File: src/rtl/mips_mem_arbiter.sv
`default_nettype none
// ============================================================================
// mips_mem_arbiter : shares one fixed-latency 1024x32 memory between MIPS IF/DM.
// Optional stats counters under MIPS_MEM_ARB_STATS_EN.        Revision: 1.0
// ============================================================================
module mips_mem_arbiter #(
  parameter int ADDR_W     = 10,
  parameter int DATA_W     = 32,
  parameter int MEM_LAT    = 1,
  parameter int STARVE_MAX = 3
) (
  input  logic              clk,
  input  logic              rst_n,
  input  logic              if_req,
  input  logic [ADDR_W-1:0] if_addr,
  input  logic              if_flush,
  output logic              if_gnt,
  output logic              if_rvalid,
  output logic [DATA_W-1:0] if_rdata,
  input  logic              dm_req,
  input  logic              dm_we,
  input  logic [ADDR_W-1:0] dm_addr,
  input  logic [DATA_W-1:0] dm_wdata,
  output logic              dm_gnt,
  output logic              dm_rvalid,
  output logic [DATA_W-1:0] dm_rdata,
  output logic              mem_en,
  output logic              mem_we,
  output logic [ADDR_W-1:0] mem_addr,
  output logic [DATA_W-1:0] mem_wdata,
  input  logic [DATA_W-1:0] mem_rdata
`ifdef MIPS_MEM_ARB_STATS_EN
  ,
  output logic [31:0]       if_acc_cnt,
  output logic [31:0]       dm_acc_cnt,
  output logic [15:0]       starve_evt_cnt
`endif
);

  typedef enum logic [1:0] {
    S_IDLE  = 2'd0,
    S_ISSUE = 2'd1,
    S_WAIT  = 2'd2,
    S_RESP  = 2'd3
  } state_t;

  localparam logic [2:0] LAT_LIM    = 3'(MEM_LAT);
  localparam logic [3:0] STARVE_LIM = 4'(STARVE_MAX);

  state_t      state;
  logic [2:0]  lat_cnt;
  logic [3:0]  starve_cnt;
  logic        owner_dm;
  logic        flushed;
  logic        if_rvalid_q;
  logic        idle;
  logic        starved;
  logic        squash;

  // Grants are gated by rst_n so nothing is offered while reset is asserted.
  assign idle    = rst_n && (state == S_IDLE);
  assign starved = (starve_cnt == STARVE_LIM);
  assign if_gnt  = idle && if_req && (!dm_req || starved);
  assign dm_gnt  = idle && dm_req && !(if_req && starved);

  // A flush arriving in the completion cycle itself still kills the fetch.
  assign squash    = flushed || if_flush;
  assign if_rvalid = if_rvalid_q && !if_flush;

  always_ff @(posedge clk or negedge rst_n) begin
    if (!rst_n) begin
      state       <= S_IDLE;
      lat_cnt     <= 3'd0;
      starve_cnt  <= 4'd0;
      owner_dm    <= 1'b0;
      flushed     <= 1'b0;
      if_rvalid_q <= 1'b0;
      if_rdata    <= '0;
      dm_rvalid   <= 1'b0;
      dm_rdata    <= '0;
      mem_en      <= 1'b0;
      mem_we      <= 1'b0;
      mem_addr    <= '0;
      mem_wdata   <= '0;
    end else begin
      if_rvalid_q <= 1'b0;
      dm_rvalid   <= 1'b0;
      mem_en      <= 1'b0;
      case (state)
        S_IDLE: begin
          if (if_gnt) begin
            owner_dm   <= 1'b0;
            mem_addr   <= if_addr;
            mem_we     <= 1'b0;
            mem_wdata  <= '0;
            starve_cnt <= 4'd0;
            flushed    <= 1'b0;
            mem_en     <= 1'b1;
            state      <= S_ISSUE;
          end else if (dm_gnt) begin
            owner_dm   <= 1'b1;
            mem_addr   <= dm_addr;
            mem_we     <= dm_we;
            mem_wdata  <= dm_wdata;
            flushed    <= 1'b0;
            mem_en     <= 1'b1;
            state      <= S_ISSUE;
            if (if_req && (starve_cnt < STARVE_LIM))
              starve_cnt <= starve_cnt + 4'd1;
          end
        end
        S_ISSUE: begin
          lat_cnt <= 3'd1;
          state   <= S_WAIT;
          if (if_flush && !owner_dm)
            flushed <= 1'b1;
        end
        S_WAIT: begin
          if (if_flush && !owner_dm)
            flushed <= 1'b1;
          if (lat_cnt == LAT_LIM) begin
            lat_cnt <= 3'd0;
            state   <= S_RESP;
            if (owner_dm) begin
              dm_rvalid <= 1'b1;
              dm_rdata  <= mem_we ? '0 : mem_rdata;
            end else if (!squash) begin
              if_rvalid_q <= 1'b1;
              if_rdata    <= mem_rdata;
            end
          end else begin
            lat_cnt <= lat_cnt + 3'd1;
          end
        end
        S_RESP: begin
          flushed <= 1'b0;
          state   <= S_IDLE;
        end
        default: state <= S_IDLE;
      endcase
    end
  end

`ifdef MIPS_MEM_ARB_STATS_EN
  // A forced grant is one where IF wins only because it was starved.
  always_ff @(posedge clk or negedge rst_n) begin
    if (!rst_n) begin
      if_acc_cnt     <= 32'd0;
      dm_acc_cnt     <= 32'd0;
      starve_evt_cnt <= 16'd0;
    end else begin
      if (if_gnt)
        if_acc_cnt <= if_acc_cnt + 32'd1;
      if (dm_gnt)
        dm_acc_cnt <= dm_acc_cnt + 32'd1;
      if (if_gnt && dm_req)
        starve_evt_cnt <= starve_evt_cnt + 16'd1;
    end
  end
`else
  // Statistics counters are not built in this configuration.
`endif

endmodule
`default_nettype wire

File: config.mk
export PLATFORM = sky130hd
export DESIGN_NAME = mips_mem_arbiter
export DESIGN_NICKNAME = d
export VERILOG_FILES = /design/src/rtl/mips_mem_arbiter.sv
export SDC_FILE = /design/constraint.sdc
export NUM_CORES = 1
export LEC_CHECK = 0
export BUFFER_PORTS_ARGS = -buffer_cell sky130_fd_sc_hd__buf_2
export CORE_ASPECT_RATIO = 1.1
export CORE_UTILIZATION = 35
export DETAILED_ROUTE_END_ITERATION = 8
export GPL_TIMING_DRIVEN = 0
export HOLD_SLACK_MARGIN = 0.06
export PLACE_DENSITY = 0.65
export SLEW_MARGIN = 10
export SYNTH_ARGS = -nofsm -noshare
export SYNTH_HDL_FRONTEND = slang
export SYNTH_SLANG_ARGS = --single-unit
File: constraint.sdc
create_clock -name clk -period 4.8 [get_ports clk]
set_clock_uncertainty 0.2 [all_clocks]
set_input_delay 0.72 -clock clk [delete_from_list [all_inputs] [get_ports clk]]
set_output_delay 0.72 -clock clk [all_outputs]
set_load 0.1 [all_outputs]
; ---- After elaboration in Yosys (flattened, before gate mapping)
; Cells that the tools add are included.
[op_classes]
order_cmp = 1
n_eq_ne = 8
muxes = 32
bitwise_logic = 2
n_reduce_logical = 26
add_sub_neg = 2
[op_table]
columns = cell, n
row1 = 2-to-1 mux 32 bit, 3
row2 = 2-to-1 mux 10 bit, 2
row3 = 2-to-1 mux 1 bit, 17
row4 = 2-to-1 mux 4 bit, 3
row5 = logical AND 1 bit, 9
row6 = one-hot mux 2 bit (4 select lines), 1
row7 = 2-to-1 mux 2 bit, 3
row8 = one-hot mux 3 bit (2 select lines), 1
row9 = AND reduction 2 bit, 3
row10 = AND reduction 3 bit, 2
row11 = nonzero test 2 bit, 3
row12 = adder 4 x 1 -> 4 bit (second input constant), 1
row13 = equality test 2 bit (second input constant), 2
row14 = equality test 4 x 2 -> 1 bit (second input constant), 1
row15 = zero test 1 bit, 4
row16 = less-than comparator 4 x 2 -> 1 bit (second input constant), 1
row17 = AND reduction 4 bit, 1
row18 = adder 3 x 1 -> 3 bit (second input constant), 1
row19 = equality test 3 x 1 -> 1 bit (second input constant), 1
row20 = 2-to-1 mux 3 bit, 1
row21 = inequality test 3 bit (second input constant), 1
row22 = one-hot mux 1 bit (3 select lines), 1
row23 = equality test 2 x 1 -> 1 bit (second input constant), 1
row24 = zero test 2 bit, 1
row25 = other kinds (5), 7
[totals]
elab_cells = 84
inputBits = 90
out_inout_bits = 112
reg_bits = 121

; ---- Longest topological paths before layout
; Gate-level depths: netlist of run 1.
[logic_depth]
ltp_word = 7
depth_mapped = 7
mapped_depth_nobuf = 6

; ---- Worst setup path after synthesis of run 1
; Ideal clock, no wire load.
[synth_timing]
kind = input -> output
start = input port if_flush
end = output port if_rvalid
arrival_time_ns = 2.055
stages = 1
n_path_buf = 0
required_ns = 3.880
slack_ns = 1.825
path_cell_list = nor2b_1
[synth_via]
elab_chain_cells = 2
[synth_rtl]
columns = element, line
row1 = from (decl), 16  ; input logic if_flush,
row2 = zero test 1 bit, 68  ; assign if_rvalid = if_rvalid_q && !if_flush;
row3 = logical AND 1 bit, 68
row4 = to (decl), 18  ; output logic if_rvalid,
; No other way between the ends.

; ---- Worst setup path in the final report of run 1
[layout_timing]
start = input port rst_n
end = output port dm_gnt
[layout_via]
elab_chain_cells = 3
[layout_rtl]
columns = element, line
row1 = from (decl), 13  ; input logic rst_n,
row2 = logical AND 1 bit, 61  ; assign idle = rst_n && (state == S_IDLE);
row3 = logical AND 1 bit (2 in series), 64  ; assign dm_gnt = idle && dm_req && !(if_req && starved);
row4 = to (decl), 24  ; output logic dm_gnt,
; No other way between the ends.

==> qor.log, run 1 <==
qor: critical_path.critical_path_cell_count 6
qor: critical_path.path_delay_family buffers and inverters
qor: floorplan.die-area 15,250 sq um
qor: place.dp.final_hpwl 8428 microns
qor: final_layout.layout_common_cells buf_2, dfrtp_1, mux2_4
qor: sta.totalNegativeSetupSlack 0 ns
qor: final_layout.num-nets-final 658
qor: cts.clockBufferDepth 2
qor: global_route.grt_use_total 0.1588
qor: routing.firstDrtPassIters 4
qor: run.drv_cap 0
qor: cts.cts_resized 0
qor: critical_path.worst_ep_required_time 3.88 ns
qor: global_route.grt_overflow_total 0
qor: critical_path.end_kind output port
qor: global_route.grt_antenna_before_repair 0
qor: yosys.yosys_most_used_dff dfrtp_1
qor: routing.route.detailed.vias_per_inst 4.760
qor: cts.path_clk_slew 0.05 ns
qor: final_layout.commonest_non_fill_non_tap_cell_in_the_layout buf_2
qor: floorplan.core_area 14,450 sq um
qor: outcome.run_status complete, no violations
qor: sta.rsz0062_at_grt false
qor: final_layout.syn_to_final_growth 35.89%
qor: sta.post_layout_min_period 3.504 ns
qor: cts.cts_tree built
qor: critical_path.critical_path_buf_inv_count 4
qor: sta.max-slew-margin-rel 0.3893
qor: yosys.synth_enable_flop_cells 0
qor: yosys.number_of_standard_cells_after_synthesis 344
qor: critical_path.r2r_setup_slack 2.56 ns
qor: routing.post_drt_wl_per_cell 15.46 microns
qor: critical_path.timing.critical_path.slowest_stage_cell buf_2
qor: cts.clock-sinks 121
qor: critical_path.worst_r2r_path_depth 6
qor: final_layout.final_cell_area 7020 sq um
qor: cts.cts_inserted_buffers 17
qor: routing.wl 11,860 microns
qor: critical_path.cp_slowest_stage_delay 0.46 ns
qor: routing.route.antenna.remaining_nets 0
qor: yosys.post-synth-top-area-fraction 0.5861
qor: yosys.ys_top_cells_by_area dfrtp_1, mux2_4, a22o_1
qor: critical_path.worstReg2RegEnd mem_wdata[3]
qor: floorplan.ios 202
qor: cts.cts_setup_buffers 0
qor: yosys.synthesis.area_per_instance 15.02 sq um
qor: sta.finalCritPeriodShare 0.7300
qor: cts.insertion_delay 0.41 ns
qor: floorplan.num_rows 46
qor: yosys.mappedNetlistNets 437
qor: sta.worstMarginPinSlew 0.9120 ns
qor: global_route.wire_length_of_the_first_global_routing_pass 18,620 microns
qor: yosys.ys_seq_elements 121
qor: cts.clk_root_buffer_cell clkbuf_16
qor: final_layout.nFillCells 1,285
qor: cts.htree_num_levels 4
qor: yosys.synthesis.area 5166 sq um
qor: yosys.synth_top_cell_by_area dfrtp_1
qor: yosys.synth_async_reset_ratio 1.000
qor: routing.count_of_unresolved_drc_violations_after_routing 0
qor: critical_path.crit_top_cell buf_2
qor: place.place.port_buffers 201
qor: yosys.seq_area_frac_synth 0.5861
qor: global_route.grt_pass1_vias 3,712
qor: sta.fmaxAchievable 285.4 MHz
qor: final_layout.antenna_cells_inserted 0
qor: final_layout.layout-drive-gt1-share 0.5548
qor: yosys.synth_cell_types 39
qor: sta.timing.hold.ws 0.05586 ns
qor: sta.slew_viol_final 0
qor: critical_path.critical_path_class in2out
qor: critical_path.critical_path.startpoint_type input port
qor: yosys.yosysWarningCount 0
qor: cts.cts_hold_buf 0
qor: critical_path.crit_arrival 2.58 ns
qor: sta.finalHoldViolations 0
qor: routing.via_count 3,651
qor: critical_path.r2r_start state[0]
qor: place.placed_cells_incl_taps 738
qor: critical_path.cp_max_fo 57
qor: hold_path.min_path_type in2async
qor: place.detailed_place.area 6446 sq um
qor: global_route.grt_max_degree 69
qor: place.gp_congestion 0.7771
qor: final_layout.instances_no_fill 767
qor: sta.setup-violations-final 0
qor: floorplan.dieHeight 129.4 microns
qor: critical_path.critical_path.cell_chain buf_6, and2_1, nand3_2, inv_2, buf_2, buf_2
qor: floorplan.initial_core_util 0.3576
qor: floorplan.chipWidth 117.8 microns
qor: routing.first_drt_iteration_drcs 103
metrics by stage:
step                utilization  setup WS, ns
global route             0.4860         1.114
detailed placement       0.4462         1.265
CTS                      0.4860         1.262
floorplan                     -         1.825
global placement         0.4439       -0.6821
finish                   0.4860         1.296
sequential cells by signal (all words and copies together) (netlist names), 2 cells and up:
register and flops:
state 2, starve_cnt 4, dm_rdata 32, if_rdata 32, mem_wdata 32, lat_cnt 3
mem_addr 10
routing by layer:
metal	vias to the layer above	share of wire	GRT usage
met4	0	0.017	0.07466
li1	1691	-	-
met5	-	0	0
met3	11	0.060	0.04798
met2	142	0.48	0.2533
met1	1807	0.45	0.1987
cells by family after synthesis:
group,share of synthesized area
AO/OA/AOI/OAI,0.1066
adder cells (fa/ha/maj),0.007266
buffers and inverters,0.03221
flip-flops,0.5861
multiplexers,0.1894
AND/OR/NAND/NOR,0.07847
worst max-delay path by stage:
stage / slack, ns / end / from
4_1_cts: 1.26 / dm_gnt / rst_n
2_1_floorplan: 1.82 / if_rvalid / if_flush
3_3_place_gp: -0.68 / if_gnt / rst_n
6_report: 1.30 / dm_gnt / rst_n
3_5_place_dp: 1.26 / dm_gnt / rst_n
5_1_grt: 1.11 / dm_gnt / rst_n
area by class of cell:
| type | instances | area [sq um] | area share |
|---|---|---|---|
| flip-flops and latches | 121 | 3028 | 0.4313 |
| multi-input cells | 194 | 1972 | 0.2809 |
| repair buffers | 202 | 1040 | 0.1481 |
| clock buffers | 21 | 450.4 | 0.06416 |
| well taps | 192 | 240.2 | 0.03422 |
| plain buffers | 19 | 128.9 | 0.01836 |
| clock inverters | 8 | 123.9 | 0.01764 |
| inverters | 10 | 37.54 | 0.005347 |
Yosys cell counts (3+ instances only):
library cell,number
mux2i_1,4
nor2b_1,33
inv_1,9
o221a_2,8
dfrtp_1,121
ha_1,3
a21oi_1,3
mux2_2,6
buf_2,6
buf_6,6
a22o_1,36
nand2_1,3
o21a_1,3
clkbuf_1,5
nand3_1,3
mux2_4,58
nand2b_1,9
Power of run 1 is not shown: default switching activity piles up to over one toggle a cycle in this logic, so the estimate is an artifact.
==> run 2: changes to the inputs <==
Settings changed: ABC_AREA set to 1.
Clock period 4.8 ns to 3.47 ns, I/O delays scaled along.
==> run 2 against run 1 <==
Die area is 1.0% lower. First-iteration DRC count increased by 85%. Via count increased by 24%. Setup slack got worse by 1.0 ns. Utilization rose by 1.9 points. Synthesized cell count rose by 67%.
==> qor.log, run 2 <==
qor: yosys.ys_top_cells_by_area dfrtp_1, nand2_1, o21ai_0
qor: final_layout.antenna_cells_inserted 0
qor: sta.max-slew-margin-rel 0.6602
qor: critical_path.worst_ep_required_time 2.75 ns
qor: yosys.synth_async_reset_ratio 1.000
qor: routing.firstDrtPassIters 4
qor: floorplan.core_area 14,020 sq um
qor: floorplan.num_rows 45
qor: cts.cts_tree built
qor: place.minimum_setup_slack_after_placement 0.1262 ns
qor: place.place.port_buffers 201
qor: outcome.run_status complete, no violations
qor: routing.post_drt_wl_per_cell 14.03 microns
qor: sta.rsz0062_at_grt false
qor: place.placed_cells_incl_taps 963
qor: global_route.grt_max_degree 62
qor: yosys.yosysMostFrequentCell nand2_1
qor: sta.finalHoldViolations 0
qor: floorplan.initial_core_util 0.3647
qor: sta.post_layout_min_period 3.186 ns
qor: yosys.yosys_most_used_dff dfrtp_1
qor: cts.clk_root_buffer_cell clkbuf_16
qor: place.dp.final_hpwl 10,170 microns
qor: critical_path.critical_path.startpoint_type input port
qor: routing.route.antenna.remaining_nets 0
qor: yosys.synth_top_cell_by_area dfrtp_1
qor: yosys.number_of_standard_cells_after_synthesis 573
qor: final_layout.layout_common_cells nand2_1, buf_2, dfrtp_1
qor: sta.fmaxAchievable 313.9 MHz
qor: cts.insertion_delay 0.41 ns
qor: place.gp_congestion 0.7479
qor: floorplan.dieHeight 128.8 microns
qor: final_layout.nFillCells 1,335
qor: critical_path.critical_path_class in2out
qor: global_route.grt_antenna_before_repair 2
qor: final_layout.final_util 0.5050
qor: yosys.synth_enable_flop_cells 0
qor: global_route.grt_overflow_total 0
qor: final_layout.syn_to_final_growth 38.44%
qor: yosys.synthesis.area_per_instance 8.924 sq um
qor: routing.wl 14,020 microns
qor: sta.setup_slack 0.2838 ns
qor: global_route.wire_length_of_the_first_global_routing_pass 21,550 microns
qor: final_layout.instances_no_fill 999
qor: global_route.grt_pass1_vias 4,291
qor: sta.worstMarginPinSlew 0.5097 ns
qor: hold_path.min_path_type in2reg
qor: final_layout.top_regs dm_rdata (32), if_rdata (32), mem_wdata (32)
qor: routing.count_of_unresolved_drc_violations_after_routing 0
qor: cts.cts_setup_buffers 0
qor: routing.route.detailed.vias_per_inst 4.545
qor: yosys.post-synth-top-area-fraction 0.5921
qor: cts.htree_num_levels 4
qor: sta.finalCritPeriodShare 0.9182
qor: cts.clock-sinks 121
qor: yosys.synth_cell_types 25
qor: final_layout.num-nets-final 892
qor: critical_path.end_kind output port
qor: cts.cts_resized 0
qor: floorplan.die-area 15,100 sq um
qor: yosys.ys_seq_elements 121
qor: sta.timing.hold.ws 0.1028 ns
qor: yosys.synth_common_cells nand2_1, dfrtp_1, o21ai_0
qor: cts.path_clk_slew 0.05 ns
qor: final_layout.layout-drive-gt1-share 0.3465
qor: floorplan.chipWidth 117.3 microns
qor: global_route.grt_use_total 0.1915
qor: yosys.yosysWarningCount 0
qor: sta.slew_viol_final 0
qor: yosys.seq_area_frac_synth 0.5921
qor: floorplan.ios 202
qor: run.drv_cap 0
qor: sta.setup-violations-final 0
qor: routing.first_drt_iteration_drcs 191
qor: yosys.synthesis.area 5114 sq um
qor: yosys.mappedNetlistNets 666
qor: critical_path.crit_arrival 2.47 ns
qor: final_layout.commonest_non_fill_non_tap_cell_in_the_layout nand2_1
qor: routing.via_count 4,540
qor: cts.cts_inserted_buffers 17
qor: critical_path.cp_max_fo 10
qor: cts.clockBufferDepth 2
## run 2: cell count changes in the layout (fill, tap and decap cells not counted), moves of 18 or more
| cell | delta |
|---|---|
| inv_1 | +18 |
| nor2b_1 | -33 |
| nand2_1 | +257 |
| a22o_1 | -36 |
| o21ai_0 | +34 |
| mux2_4 | -58 |
## run 2: layer usage
metal | vias up | track usage | share of wire
met1 | 2080 | 0.2295 | 0.43
met3 | 17 | 0.07725 | 0.11
li1 | 2261 | - | -
met4 | 2 | 0.07595 | 0.013
met2 | 180 | 0.3055 | 0.45
met5 | - | 0 | 0.0011
## run 2: final cells by class
| cell class | count | area [sq um] | share of cell area |
|---|---|---|---|
| buffer | 30 | 201.4 | 0.02846 |
| clock buffer | 23 | 467.9 | 0.06610 |
| clock inverter | 8 | 120.1 | 0.01697 |
| inverter | 30 | 112.6 | 0.01591 |
| multi-input combinational | 392 | 1772 | 0.2503 |
| sequential | 121 | 3028 | 0.4277 |
| tap | 188 | 235.2 | 0.03323 |
| timing repair buffer | 207 | 1142 | 0.1614 |
## run 2: critical path: stages
cell,delay (ns)
dlygate4sd3_1,0.55
buf_6,0.14
buf_16,0.12
nand3_1,0.12
inv_1,0.08
nand2_1,0.08
clkinv_1,0.15
buf_2,0.24
buf_2,0.46
## run 2: final timing paths
| path | cells past startpoint | slack, ns | startpoint | end |
|---|---|---|---|---|
| min in group asynchronous | 4 | 0.59 | rst_n | mem_en |
| min | 3 | 0.10 | dm_wdata[13] | mem_wdata[13] |
| max in group asynchronous | 5 | 1.56 | rst_n | if_rdata[30] |
| min reg2reg | 2 | 0.27 | mem_wdata[20] | mem_wdata[20] |
| max | 9 | 0.28 | rst_n | dm_gnt |
| max reg2reg | 8 | 1.55 | state[0] | mem_wdata[7] |
## run 2: logic make-up after synthesis
| family | Yosys count | share of synthesized area |
|---|---|---|
| DFF | 121 | 0.5921 |
| buffers and inverters | 60 | 0.06142 |
| and+or+nand+nor | 315 | 0.2550 |
| xor gates and xnor gates | 1 | 0.001713 |
| AOI/OAI and AO/OA | 73 | 0.08246 |
| adders and majority gates | 3 | 0.007341 |
## run 2: timing repair
action / CTS / global route
hold buffers: 5 / 0
hold endpoints to repair: 60 / 0
endpoints found under the setup margin: 0 / 0
## run 2: per-stage QoR
step	instance area, sq um	setup TNS [ns]
floorplan	5114	0
global placement	6355	-45.16
detailed placement	6389	0
CTS	7079	0
global route	7079	0
finish	7079	0
Power of run 2 is left out for the same reason.
